===== src/rtl/tia_pkg.sv =====
// Shared constants and types for the TIA object position counters.
// Holds the line period, NUSIZ copy codes, copy offsets and counter widths.
package tia_pkg;

    localparam int PERIOD_160 = 160;
    localparam int POS_W      = 8;
    localparam int EC_W       = 5;

    localparam logic [2:0] NUSIZ_ONE         = 3'b000;
    localparam logic [2:0] NUSIZ_TWO_CLOSE   = 3'b001;
    localparam logic [2:0] NUSIZ_TWO_MED     = 3'b010;
    localparam logic [2:0] NUSIZ_THREE_CLOSE = 3'b011;
    localparam logic [2:0] NUSIZ_TWO_WIDE    = 3'b100;
    localparam logic [2:0] NUSIZ_DOUBLE      = 3'b101;
    localparam logic [2:0] NUSIZ_THREE_MED   = 3'b110;
    localparam logic [2:0] NUSIZ_QUAD        = 3'b111;

    localparam int OFS_CLOSE = 16;
    localparam int OFS_MED   = 32;
    localparam int OFS_WIDE  = 64;

    typedef struct packed {
        logic       hit;
        logic [1:0] idx;
    } start_dec_t;

endpackage


===== src/rtl/tia_copy_decode.sv =====
// Combinational start-position decode: maps the position being entered,
// the NUSIZ copy field and the main-copy suppress flag to {hit, copy index}.
module tia_copy_decode
    import tia_pkg::*;
#(
    parameter bit HAS_COPIES = 1'b1
) (
    input  logic [POS_W-1:0] pos_i,
    input  logic [2:0]       copies_i,
    input  logic             suppress_i,
    output start_dec_t       dec_o
);

    logic [2:0] cp;

    always_comb begin
        cp    = HAS_COPIES ? copies_i : NUSIZ_ONE;
        dec_o = '0;
        if (pos_i == '0) begin
            dec_o.hit = ~suppress_i;
            dec_o.idx = 2'd0;
        end else if (pos_i == POS_W'(OFS_CLOSE)) begin
            if (cp == NUSIZ_TWO_CLOSE || cp == NUSIZ_THREE_CLOSE) begin
                dec_o.hit = 1'b1;
                dec_o.idx = 2'd1;
            end
        end else if (pos_i == POS_W'(OFS_MED)) begin
            // The ordinal depends on whether a closer copy precedes this one.
            if (cp == NUSIZ_TWO_MED || cp == NUSIZ_THREE_MED) begin
                dec_o.hit = 1'b1;
                dec_o.idx = 2'd1;
            end else if (cp == NUSIZ_THREE_CLOSE) begin
                dec_o.hit = 1'b1;
                dec_o.idx = 2'd2;
            end
        end else if (pos_i == POS_W'(OFS_WIDE)) begin
            if (cp == NUSIZ_TWO_WIDE) begin
                dec_o.hit = 1'b1;
                dec_o.idx = 2'd1;
            end else if (cp == NUSIZ_THREE_MED) begin
                dec_o.hit = 1'b1;
                dec_o.idx = 2'd2;
            end
        end
    end

endmodule


===== src/rtl/tia_object_position_counter.sv =====
// Per-object horizontal position counter: advances on motion clock or extra
// clock, wraps modulo PERIOD, and emits registered copy start strobes.
module tia_object_position_counter
    import tia_pkg::*;
#(
    parameter int PERIOD     = PERIOD_160,
    parameter int RESP_LOAD  = 0,
    parameter bit HAS_COPIES = 1'b1
) (
    input  logic             clk_i,
    input  logic             reset_bar_i,
    input  logic             motck_i,
    input  logic             ec_bar_i,
    input  logic             resp_i,
    input  logic             sec_i,
    input  logic [2:0]       copies_i,
    output logic [POS_W-1:0] pos_o,
    output logic             start_o,
    output logic [1:0]       copy_idx_o,
    output logic [EC_W-1:0]  ec_count_o
);

    logic [POS_W-1:0] pos_q, pos_d, pos_inc;
    logic             suppress_q, suppress_d, sup_inc;
    logic             start_q, start_d;
    logic [1:0]       copy_idx_q, copy_idx_d;
    logic [EC_W-1:0]  ec_q, ec_d;
    logic             ec_req, adv, wrap;
    start_dec_t       dec;

    assign ec_req = (ec_bar_i == 1'b0);
    assign adv    = motck_i | ec_req;
    assign wrap   = (pos_q == POS_W'(PERIOD - 1));

    // Decode looks at the position and suppress state an advance would produce.
    assign pos_inc = wrap ? '0 : pos_q + POS_W'(1);
    assign sup_inc = wrap ? 1'b0 : suppress_q;

    tia_copy_decode #(
        .HAS_COPIES (HAS_COPIES)
    ) u_dec (
        .pos_i      (pos_inc),
        .copies_i   (copies_i),
        .suppress_i (sup_inc),
        .dec_o      (dec)
    );

    always_comb begin
        pos_d      = pos_q;
        suppress_d = suppress_q;
        start_d    = 1'b0;
        copy_idx_d = copy_idx_q;
        if (resp_i) begin
            pos_d      = POS_W'(RESP_LOAD);
            suppress_d = 1'b1;
        end else if (adv) begin
            pos_d      = pos_inc;
            suppress_d = sup_inc;
            start_d    = dec.hit;
            if (dec.hit) copy_idx_d = dec.idx;
        end
    end

    // Extra-clock tally saturates; a pulse coincident with sec counts as the first.
    always_comb begin
        ec_d = ec_q;
        if (sec_i)
            ec_d = ec_req ? EC_W'(1) : '0;
        else if (ec_req && ec_q != '1)
            ec_d = ec_q + EC_W'(1);
    end

    always_ff @(posedge clk_i) begin
        if (!reset_bar_i) begin
            pos_q      <= '0;
            suppress_q <= 1'b1;
            start_q    <= 1'b0;
            copy_idx_q <= 2'd0;
            ec_q       <= '0;
        end else begin
            pos_q      <= pos_d;
            suppress_q <= suppress_d;
            start_q    <= start_d;
            copy_idx_q <= copy_idx_d;
            ec_q       <= ec_d;
        end
    end

    assign pos_o      = pos_q;
    assign start_o    = start_q;
    assign copy_idx_o = copy_idx_q;
    assign ec_count_o = ec_q;

endmodule


===== config.mk =====
export PLATFORM = sky130hd
export DESIGN_NAME = tia_object_position_counter
export DESIGN_NICKNAME = d
export VERILOG_FILES = /design/src/rtl/tia_pkg.sv /design/src/rtl/tia_copy_decode.sv /design/src/rtl/tia_object_position_counter.sv
export SDC_FILE = /design/constraint.sdc
export NUM_CORES = 1
export LEC_CHECK = 0
export ABC_CLOCK_PERIOD_IN_PS = 2890
export CAP_MARGIN = 20
export CORE_AREA = 2 2 60 62
export CTS_CLUSTER_DIAMETER = 50
export DETAILED_ROUTE_END_ITERATION = 8
export DIE_AREA = 0 0 62 64
export PLACE_DENSITY_LB_ADDON = 0.1
export SYNTH_ARGS = -nofsm -noshare
export SYNTH_HDL_FRONTEND = slang
export SYNTH_SLANG_ARGS = --single-unit

===== constraint.sdc =====
create_clock -name clk_i -period 2.89 [get_ports clk_i]
set_input_delay 0.578 -clock clk_i [delete_from_list [all_inputs] [get_ports clk_i]]
set_output_delay 0.578 -clock clk_i [all_outputs]
set_load 0.02 [all_outputs]

==> Word-level counts from Yosys, hierarchy flattened <==
Index checks and enable logic that the tools add are counted.
{ "word_totals": {"regBits": 17, "input_bits": 9, "output_inout_bits": 16, "elab_cells": 45} }
{ "classes": {"add_sub_neg": 2, "n_eq_ne": 10, "mux": 14, "n_bitwise": 6, "reduce_logical": 8} }
{ "op_table": {"columns": ["cell", "count"], "rows": [
  ["$mux W3", 9],
  ["$mux W5", 2],
  ["$add A8 B1 Y8 const B", 1],
  ["$eq A8 B5 Y1 const B", 1],
  ["$eq A8 B6 Y1 const B", 1],
  ["$eq A8 B7 Y1 const B", 1],
  ["$eq A8 B8 Y1 const B", 1],
  ["$logic_not A8 Y1", 1],
  ["$mux W8", 1],
  ["$eq A3 B2 Y1 const B", 2],
  ["$eq A3 B3 Y1 const B", 2],
  ["$add A5 B1 Y5 const B", 1],
  ["$ne A5 B5 Y1 const B", 1],
  ["$not A1 Y1", 5],
  ["$eq A3 B1 Y1 const B", 1],
  ["$reduce_and A3 Y1", 1],
  ["$reduce_or A3 Y1", 1],
  ["$logic_or A1 B1 Y1", 2],
  ["$mux W1", 2],
  ["$reduce_bool A2 Y1", 1],
  ["$reduce_or A2 Y1", 1],
  ["$logic_and A1 B1 Y1", 1],
  ["$or A1 B1 Y1", 1]
]} }

==> Depth between registers and ports, before layout <==
Gate-level depths: netlist of run 1.
{ "logic_depth": {"word_depth": 8, "ltp_mapped": 9, "depth_no_buf": 8} }

==> By module <==
Synthesis of run 1 repeated with hierarchy kept, for this count alone.
{ "hier_totals": {"cells_unflattened": 128, "hier_area_um2": 1067.3} }
{ "by_module_without_submodules": {"columns": ["module", "n_inst", "cells_each", "area_per_inst_um2", "seq_area_each_um2"], "rows": [
  ["tia_object_position_counter", 1, 105, 885.8, 340.3],
  ["tia_copy_decode", 1, 23, 181.4, 0.0]
]} }

==> Least setup slack after synthesis of run 1 <==
OpenSTA, ideal clock, no wires.
{ "synth_path": {"kind": "reg2reg", "from": "reg pos_q[0] (netlist: pos_o[0])", "to": "reg copy_idx_q[0] (netlist: copy_idx_o[0])", "setup_time_ns": 0.072, "t_arrival_ns": 2.144, "t_required_ns": 2.818, "path_slack_ns": 0.675, "stages_incl_launch_ff": 9, "path_buffers": 1, "synth_period_minus_slack_ns": 2.215, "path_cell_list": "dfxtp_1 -> ha_1 -> buf_2 -> nand2b_1 -> o21ai_0 -> a2111oi_2 -> o32a_1 -> o22a_2 -> mux2i_1"} }
{ "synth_between": {"elab_chain_len": 8, "elab_cells_between_ends": 14, "cone_classes": "1 x add/sub; 4 x eq/ne; 6 x mux; 1 x bitwise; 2 x reduce/logical"} }
{ "synth_lines": {"columns": ["element", "line_no", "text"], "rows": [
  ["start: declaration", "tia_object_position_counter.sv:23", "logic [POS_W-1:0] pos_q, pos_d, pos_inc;"],
  ["start signal: assignment", "tia_object_position_counter.sv:81", "pos_q <= pos_d;"],
  ["$add A8 B1 Y8 or $eq A8 B8 Y1 (tied branches)", "tia_object_position_counter.sv:36, tia_object_position_counter.sv:33", null],
  ["$mux W8", "tia_object_position_counter.sv:36", "assign pos_inc = wrap ? '0 : pos_q + POS_W'(1);"],
  ["$eq A8 B7 Y1", "tia_copy_decode.sv:36", "end else if (pos_i == POS_W'(OFS_WIDE)) begin"],
  ["$mux W3", "tia_copy_decode.sv:36", null],
  ["$mux W3", "tia_copy_decode.sv:27", "end else if (pos_i == POS_W'(OFS_MED)) begin"],
  ["$mux W3", "tia_copy_decode.sv:22", "end else if (pos_i == POS_W'(OFS_CLOSE)) begin"],
  ["$mux W3 (*)", "tia_copy_decode.sv:19", "if (pos_i == '0) begin"],
  ["$reduce_and A3 Y1 (no line)", null, null],
  ["end signal: assignment", "tia_object_position_counter.sv:84", "copy_idx_q <= copy_idx_d;"],
  ["end: declaration", "tia_object_position_counter.sv:26", "logic [1:0] copy_idx_q, copy_idx_d;"]
]} }
Mark *: on every way between the ends. The rest lies on a longest branch, timed or not.
A chain may end at the register's enable or synchronous reset.

==> Worst setup path after layout of run 1 <==
{ "layout_path": {"from": "reg pos_q[1] (netlist: pos_o[1])", "to": "reg copy_idx_q[0] (netlist: copy_idx_o[0])"} }
Same word-level chain as after synthesis.

==> results of run 1 <==
## registers in the layout (all words and copies together), names as in the netlist
register / count
suppress_q: 1
ec_count_o: 5
copy_idx_o: 2
start_o: 1
pos_o: 8
## layer usage
layer | global-route usage (%) | wire length (µm) | up-vias | share of wire (%)
li1 | - | - | 629 | -
met1 | 26.1 | 1540 | 574 | 48
met2 | 28.1 | 1520 | 35 | 48
met3 | 3.24 | 119 | 2 | 3.7
met4 | 3.46 | 11 | 0 | 0.34
met5 | 0 | 0 | - | 0
## power groups by stage
stage | Sequential, mW | Clock (mW) | Combinational, mW
6_report | 0.243 | 0.122 | 0.0524
3_3_place_gp | 0.248 | 0 | 0.0518
2_1_floorplan | 0.250 | 0 | 0.0231
5_1_grt | 0.244 | 0.144 | 0.0575
3_5_place_dp | 0.248 | 0 | 0.0521
4_1_cts | 0.243 | 0.129 | 0.0523
## logic make-up (layout without fill, tap and decap cells)
family,count (synthesis),count (layout),synth area share [%]
simple gates,73,73,29.5
compound gates,42,42,24.6
flops,17,17,27.1
buf+inv,17,36,7.77
xor+xnor,7,7,4.88
mux,4,4,3.19
fa+ha+maj,3,3,2.99
## worst min-delay path by stage
| stage | startpoint | endpoint | depth (start not counted) |
|---|---|---|---|
| floorplan | suppress_q | suppress_q | 1 |
| global placement | copy_idx_o[1] | copy_idx_o[1] | 2 |
| detailed placement | copy_idx_o[1] | copy_idx_o[1] | 2 |
| CTS | copy_idx_o[1] | copy_idx_o[1] | 2 |
| global route | copy_idx_o[0] | copy_idx_o[0] | 2 |
| finish | copy_idx_o[1] | copy_idx_o[1] | 2 |
## through the flow
stage	cell area (µm²)	utilization (%)	power [mW]
after floorplan	1260	-	0.273
after global placement	1490	45.5	0.300
after detailed placement	1490	45.5	0.300
after CTS	1520	46.3	0.424
after global routing	1520	46.4	0.445
final	1520	46.4	0.417
## cell usage after synthesis, drive strengths merged, types with 4 or more instances
master and count:
a211oi 4, a21oi 10, and3 4, buf 9, dfxtp 17, inv 6, mux2i 4, nand2 22
nand2b 5, nand3 7, nor2 15, nor3 7, o21ai 10, xor2 4
## layout make-up
cell class,count,area [µm²],area share (%)
timing repair buffer,26,255,16.8
tap,46,57.6,3.78
inverter,6,22.5,1.48
sequential,17,340,22.4
clock buffer,4,26.3,1.73
multi-input combinational,129,821,53.9
## worst max-delay path: cells and delay by family (launching register included)
kind | cells | cell delay [ps]
and+or+nand+nor | 4 | 950
adders and majority gates | 1 | 390
DFF | 1 | 500
AOI/OAI and AO/OA | 2 | 490
muxes | 1 | 130
==> results.sh, run 1 <==
export IMPL_status="finished, final reports clean"
export IMPL_powerDensity_nw_per_um2=274
export IMPL_grt_usage_pct=18.2
export IMPL_maxSlewHeadroom_pct=62.5
export IMPL_yosysTopAreaCellShare_pct=27.1
export IMPL_finClkSkew_ps=5.56
export IMPL_via_count=1240
export IMPL_postSynthAreaPerCell_um2=7.71
export IMPL_tightestPinTransition_ps=559
export IMPL_maxCapViolCount=0
export IMPL_clkPwrFrac_pct=29.2
export IMPL_ys_top_cells_by_area="dfxtp_1, nand2_1, nor2_1"
export IMPL_p_int_mw=0.315
export IMPL_wirelength_mm=3.19
export IMPL_areaGrowthSynthToFinish_pct=21.2
export IMPL_required_ps=3100
export IMPL_power_switching_mw=0.102
export IMPL_hold_buffers=0
export IMPL_min_period_ps=2540
export IMPL_synthesis_nets=175
export IMPL_syn_inst=163
export IMPL_fmax_mhz=394
export IMPL_synth_top_cell_by_area="dfxtp_1"
export IMPL_clk_latency_ps=280
export IMPL_final_cell_mix="clkdlybuf4s50_1, nand2_1, dfxtp_1"
export IMPL_grt_pass1_vias=1202
export IMPL_rsz0062_at_grt="no"
export IMPL_final_common_cell="clkdlybuf4s50_1"
export IMPL_synth_edff_count=0
export IMPL_h_tree_depth=1
export IMPL_die_h_um=64
export IMPL_worst_r2r_startpoint="pos_o[1]"
export IMPL_tns_ps=0
export IMPL_cts_tree="built"
export IMPL_critPathKind="reg -> reg"
export IMPL_dpl_hpwl_mm=2.47
export IMPL_peakVddDrop_v=0.000193
export IMPL_finalMaxSlewViolations=0
export IMPL_cts_path_max_buffers=2
export IMPL_core_area_um2=3280
export IMPL_cts_buffers_inserted=3
export IMPL_drc=0
export IMPL_fin_crit_sh_pct=87.9
export IMPL_setup_slack_ps=350
export IMPL_ys_warn_count=0
export IMPL_worst_path_max_fanout=12
export IMPL_final_cell_count_no_fill=228
export IMPL_grt_antenna_before_repair=0
export IMPL_seq_area_frac_synth_pct=27.1
export IMPL_timing_hold_ws_ps=473
export IMPL_path_clk_slew_ps=100
export IMPL_cts_resized=0
export IMPL_synth_async_reset_ratio_pct=0
export IMPL_initial_core_util_pct=38.2
export IMPL_row_count=21
export IMPL_cp_startpoint="pos_o[1]"
export IMPL_switching_share_pct=24.4
export IMPL_nNetsFinal=195
export IMPL_grt_overflow_total=0
export IMPL_cp_end_kind="flip-flop"
export IMPL_post_cts_buffers=0
export IMPL_crit_path_end="copy_idx_o[0]"
export IMPL_hold_path_class="reg -> reg"
export IMPL_num_antenna_cells=0
export IMPL_leakage_nw=0.502
export IMPL_arrival_ps=2750
export IMPL_syn_area_um2=1260
export IMPL_dpl_cell_count=224
export IMPL_wl_per_cell_um=14.0
export IMPL_post_place_ws_ps=299
export IMPL_setup_violations_final=0
export IMPL_fillers=330
export IMPL_die_w_um=62
export IMPL_cts_root_buffer="clkbuf_4"
export IMPL_port_buffers=24
export IMPL_pin_count=25
export IMPL_slowest_stage="dfxtp_1"
export IMPL_rrSetupSlack_ps=350
export IMPL_drive_above_1_share_pct=7.69
export IMPL_crit_path_max_incr_delay_ps=500
export IMPL_gp_congestion=0.859
export IMPL_p_comb_share_pct=12.6
export IMPL_crit_chain="ha_2, and4_1, and3_1, o2111ai_1, nor3_1, nand2_1, a221o_1, mux2i_1"
export IMPL_r2r_end="copy_idx_o[0]"
export IMPL_vias_per_cell=5.44
export IMPL_drt_iter0_drc=83
export IMPL_ant_nets=0
export IMPL_die_area_um2=3970
export IMPL_finalHoldViolCount=0
export IMPL_ys_types=44
export IMPL_critPathLaunchType="flip-flop"
export IMPL_seq_power_share_pct=58.3
export IMPL_grt_pass1_wl_mm=5.62
export IMPL_synth_seq_cells=17
export IMPL_grt_start_max_net_pins=14
export IMPL_firstDrtPassIters=4
export IMPL_r2r_cells=8
export IMPL_yosys_most_used_dff="dfxtp_1"
export IMPL_numClockSinks=17
Note: power is estimated with default switching activity, not from simulation.
==> run 2: changes to the inputs <==
- CORE_AREA: 2 2 60 62 -> 2 2 53 55
- DIE_AREA: 0 0 62 64 -> 0 0 55 57
==> run 2 against run 1 <==
  * Routed wire length fell by 0.63%
  * Clock-buffer cell count fell by 1
  * Sequential power barely moved
  * Critical path type unchanged
  * Sequential share of layout area rose by 0.41 points
==> results.sh, run 2 (synthesis results as in run 1) <==
export IMPL_hold_buffers=0
export IMPL_power_switching_mw=0.113
export IMPL_wl_per_cell_um=15.0
export IMPL_drt_iter0_drc=31
export IMPL_dpl_hpwl_mm=2.34
export IMPL_setup_violations_final=0
export IMPL_die_area_um2=3140
export IMPL_clkPwrFrac_pct=30.9
export IMPL_peakVddDrop_v=0.000340
export IMPL_grt_start_max_net_pins=17
export IMPL_rsz0062_at_grt="no"
export IMPL_fillers=252
export IMPL_initial_core_util_pct=48.0
export IMPL_row_count=19
export IMPL_required_ps=3130
export IMPL_core_area_um2=2620
export IMPL_leakage_nw=0.502
export IMPL_powerDensity_nw_per_um2=285
export IMPL_cts_tree="built"
export IMPL_fin_crit_sh_pct=90.1
export IMPL_slowest_stage="dfxtp_1"
export IMPL_r2r_cells=8
export IMPL_grt_overflow_total=0
export IMPL_grt_usage_pct=22.0
export IMPL_firstDrtPassIters=4
export IMPL_crit_chain="ha_1, and4_1, and3_1, o2111ai_1, nor3_1, nand2_1, a221o_1, mux2i_1"
export IMPL_num_antenna_cells=0
export IMPL_nNetsFinal=194
export IMPL_final_common_cell="clkdlybuf4s50_1"
export IMPL_drive_above_1_share_pct=7.18
export IMPL_switching_share_pct=26.6
export IMPL_final_cell_mix="clkdlybuf4s50_1, nand2_1, dfxtp_1"
export IMPL_cts_path_max_buffers=2
export IMPL_r2r_end="copy_idx_o[0]"
export IMPL_finish_utilization_pct=57.2
export IMPL_grt_pass1_wl_mm=5.13
export IMPL_path_clk_slew_ps=110
export IMPL_cts_buffers_inserted=3
export IMPL_finalHoldViolCount=0
export IMPL_fmax_mhz=384
export IMPL_finalMaxSlewViolations=0
export IMPL_h_tree_depth=1
export IMPL_post_cts_buffers=0
export IMPL_gp_congestion=0.873
export IMPL_hp_start="copy_idx_o[0]"
export IMPL_critPathKind="reg -> reg"
export IMPL_drc=0
export IMPL_p_comb_share_pct=12.1
export IMPL_min_period_ps=2600
export IMPL_p_int_mw=0.313
export IMPL_holdPathStages=2
export IMPL_status="finished, final reports clean"
export IMPL_rrSetupSlack_ps=290
export IMPL_cp_end_kind="flip-flop"
export IMPL_clk_latency_ps=300
export IMPL_ant_nets=0
export IMPL_maxSlewHeadroom_pct=66.8
export IMPL_tns_ps=0
export IMPL_finClkSkew_ps=16.3
export IMPL_grt_antenna_before_repair=0
export IMPL_via_count=1258
export IMPL_final_cell_count_no_fill=212
export IMPL_maxCapViolCount=0
export IMPL_vias_per_cell=5.93
export IMPL_cts_resized=0
export IMPL_worst_path_max_fanout=12
export IMPL_arrival_ps=2840
export IMPL_die_h_um=57
export IMPL_die_w_um=55
export IMPL_wirelength_mm=3.17
export IMPL_cts_root_buffer="clkbuf_4"
export IMPL_grt_pass1_vias=1057
export IMPL_crit_path_max_incr_delay_ps=530
export IMPL_hold_path_class="reg -> reg"
export IMPL_dpl_cell_count=208
export IMPL_numClockSinks=17
export IMPL_worst_r2r_startpoint="pos_o[0]"
export IMPL_total_power_mw=0.426
export IMPL_tightestPinTransition_ps=498
export IMPL_port_buffers=24
export IMPL_pin_count=25
export IMPL_whs_endpoint="copy_idx_o[0]"
export IMPL_areaGrowthSynthToFinish_pct=19.0
export IMPL_seq_power_share_pct=57.1
export IMPL_critPathLaunchType="flip-flop"
export IMPL_largest_reg_flops=8
==> run 2: layout make-up <==
type	instances	area, µm²	area share (%)
inverters	6	22.5	1.51
clock buffers	3	22.5	1.51
well taps	31	38.8	2.59
flip-flops and latches	17	340	22.8
multi-input cells	129	818	54.7
clock inverters	1	5.00	0.335
repair buffers	25	248	16.6
==> run 2: metrics by stage <==
step,cell area [µm²],setup WS [ps],hold slack [ps]
finish,1500,287,476
global route,1500,70.7,499
CTS,1500,299,477
detailed placement,1470,314,461
global placement,1470,435,453
floorplan,1260,675,466
==> run 2: worst max-delay path, delay by kind of cell, from the launching register on <==
family | cells | cell delay (ps)
muxes | 1 | 110
and+or+nand+nor | 4 | 960
adders and majority gates | 1 | 470
AOI/OAI and AO/OA | 2 | 490
DFF | 1 | 530
==> run 2: how the worst max path moves through the flow <==
stage	slack [ps]	to	from	depth (start not counted)
6_report	290	copy_idx_o[0]	pos_o[0]	8
5_1_grt	70	copy_idx_o[1]	pos_o[0]	8
3_3_place_gp	430	copy_idx_o[0]	pos_o[0]	8
4_1_cts	300	copy_idx_o[0]	pos_o[0]	8
2_1_floorplan	670	copy_idx_o[0]	pos_o[0]	8
3_5_place_dp	310	copy_idx_o[0]	pos_o[0]	8
==> run 2: per-layer routing <==
layer  vias to the layer above  global-route usage (%)  routed length (µm)
met5                         -                       0                   0
met3                         4                    3.14                 150
met1                       581                    33.6                1540
met2                        43                    32.1                1450
li1                        630                       -                   -
met4                         0                    6.27                  34
==> run 2: power groups by stage <==
| stage | clock, mW | combinational, mW | sequential, mW |
|---|---|---|---|
| 6_report | 0.131 | 0.0513 | 0.243 |
| 5_1_grt | 0.144 | 0.0566 | 0.244 |
| 2_1_floorplan | 0 | 0.0231 | 0.250 |
| 4_1_cts | 0.134 | 0.0515 | 0.243 |
| 3_5_place_dp | 0 | 0.0514 | 0.248 |
| 3_3_place_gp | 0 | 0.0514 | 0.248 |
==> run 3: changes to the inputs <==
- CELL_PAD_IN_SITES_DETAIL_PLACEMENT: unset -> 1
- CELL_PAD_IN_SITES_GLOBAL_PLACEMENT: unset -> 1
- CORE_AREA: 2 2 53 55 -> 2 2 73 54
- DIE_AREA: 0 0 55 57 -> 0 0 75 56
==> run 3 against run 2 <==
  * Power increased by 11%
  * Cell count increased by 9.9%
  * Die area increased by 34%
  * Routed wire length increased by 11%
  * Critical path depth unchanged
  * Sequential power about the same
  * Hold slack got worse by 9.5 ps
==> results.sh, run 3 (synthesis results as in run 1) <==
export IMPL_clk_latency_ps=250
export IMPL_required_ps=3070
export IMPL_rsz0062_at_grt="no"
export IMPL_initial_core_util_pct=36.5
export IMPL_grt_pass1_wl_mm=6.07
export IMPL_hp_start="copy_idx_o[1]"
export IMPL_fin_crit_sh_pct=89.2
export IMPL_row_count=18
export IMPL_pin_count=25
export IMPL_placed_cell_area_um2=1510
export IMPL_finalHoldViolCount=0
export IMPL_port_buffers=24
export IMPL_post_cts_buffers=0
export IMPL_cts_tree="built"
export IMPL_worst_r2r_startpoint="pos_o[0]"
export IMPL_grt_start_max_net_pins=17
export IMPL_die_area_um2=4200
export IMPL_tightestPinTransition_ps=547
export IMPL_fillers=430
export IMPL_firstDrtPassIters=4
export IMPL_status="finished, final reports clean"
export IMPL_grt_usage_pct=18.2
export IMPL_nNetsFinal=196
export IMPL_numClockSinks=17
export IMPL_cts_buffers_inserted=3
export IMPL_hold_buffers=0
export IMPL_peakVddDrop_v=0.000132
export IMPL_ant_nets=0
export IMPL_cts_root_buffer="clkbuf_8"
export IMPL_arrival_ps=2760
export IMPL_final_common_cell="clkdlybuf4s50_1"
export IMPL_grt_pass1_vias=1257
export IMPL_final_cell_mix="clkdlybuf4s50_1, nand2_1, dfxtp_1"
export IMPL_largest_reg_flops=8
export IMPL_min_period_ps=2580
export IMPL_tns_ps=0
export IMPL_dpl_hpwl_mm=2.67
export IMPL_worst_path_max_fanout=12
export IMPL_h_tree_depth=1
export IMPL_num_antenna_cells=0
export IMPL_critPathLaunchType="flip-flop"
export IMPL_post_place_ws_ps=256
export IMPL_drt_iter0_drc=29
export IMPL_timing_hold_ws_ps=467
export IMPL_finClkSkew_ps=1.99
export IMPL_finalMaxSlewViolations=0
export IMPL_powerDensity_nw_per_um2=304
export IMPL_wl_per_cell_um=15.1
export IMPL_critPathKind="reg -> reg"
export IMPL_gp_congestion=0.855
export IMPL_areaGrowthSynthToFinish_pct=23.8
export IMPL_core_area_um2=3450
export IMPL_setup_violations_final=0
export IMPL_fin_area_um2=1560
export IMPL_grt_overflow_total=0
export IMPL_cts_path_max_buffers=2
export IMPL_setup_slack_ps=312
export IMPL_path_clk_slew_ps=70
export IMPL_vias_per_cell=5.34
export IMPL_drive_above_1_share_pct=8.74
export IMPL_hold_path_class="reg -> reg"
export IMPL_via_count=1244
export IMPL_wirelength_mm=3.52
export IMPL_drc=0
export IMPL_fmax_mhz=388
export IMPL_finish_utilization_pct=45.1
export IMPL_grt_antenna_before_repair=0
export IMPL_maxCapViolCount=0
export IMPL_maxSlewHeadroom_pct=63.5
export IMPL_cp_startpoint="pos_o[0]"
export IMPL_cts_resized=0
export IMPL_cp_end_kind="flip-flop"
export IMPL_die_w_um=75
export IMPL_leakage_nw=0.517
export IMPL_die_h_um=56
run 3: where the power goes:
part           switching (mW)  internal, mW  total, mW
registers             0.00579         0.237      0.243
clock network          0.0813        0.0956      0.177
logic                  0.0283        0.0253     0.0536
total                   0.115         0.358      0.473
run 3: final timing paths:
check                                     end  slack (ps)  cells past startpoint
worst min-delay path            copy_idx_o[1]         470                      2
worst min register to register  copy_idx_o[1]         470                      2
worst max register to register  copy_idx_o[0]         310                      8
worst max-delay path            copy_idx_o[0]         310                      8
run 3: critical path: stages, from the launching register on:
cell and delay [ps]:
dfxtp_1 500, ha_2 370, and4_1 280, and3_1 330, o2111ai_1 170, nor3_1 250
nand2_1 130, a221o_1 330, mux2i_1 130
run 3: area by class of cell:
cell class                      count  area (µm²)  area share (%)
Sequential cell                    17         340            21.9
Clock inverter                      1        5.00           0.322
Inverter                            6        22.5            1.45
Multi-Input combinational cell    129         821            52.8
Clock buffer                        3        41.3            2.65
Tap cell                           50        62.6            4.02
Timing Repair Buffer               27         263            16.9
run 3: routing by layer:
layer  vias to the layer above  track usage [%]  routed length [µm]
li1                        630                -                   -
met1                       588             25.9                1780
met2                        24             27.9                1610
met3                         2             4.17                 119
met4                         0             3.06                  13
met5                         -                0                   0
run 3: per-stage QoR:
| step | std cells | power (mW) |
|---|---|---|
| after floorplan | 163 | 0.273 |
| after global placement | 229 | 0.301 |
| after detailed placement | 229 | 0.302 |
| after CTS | 233 | 0.482 |
| after global routing | 233 | 0.500 |
| final | 233 | 0.473 |
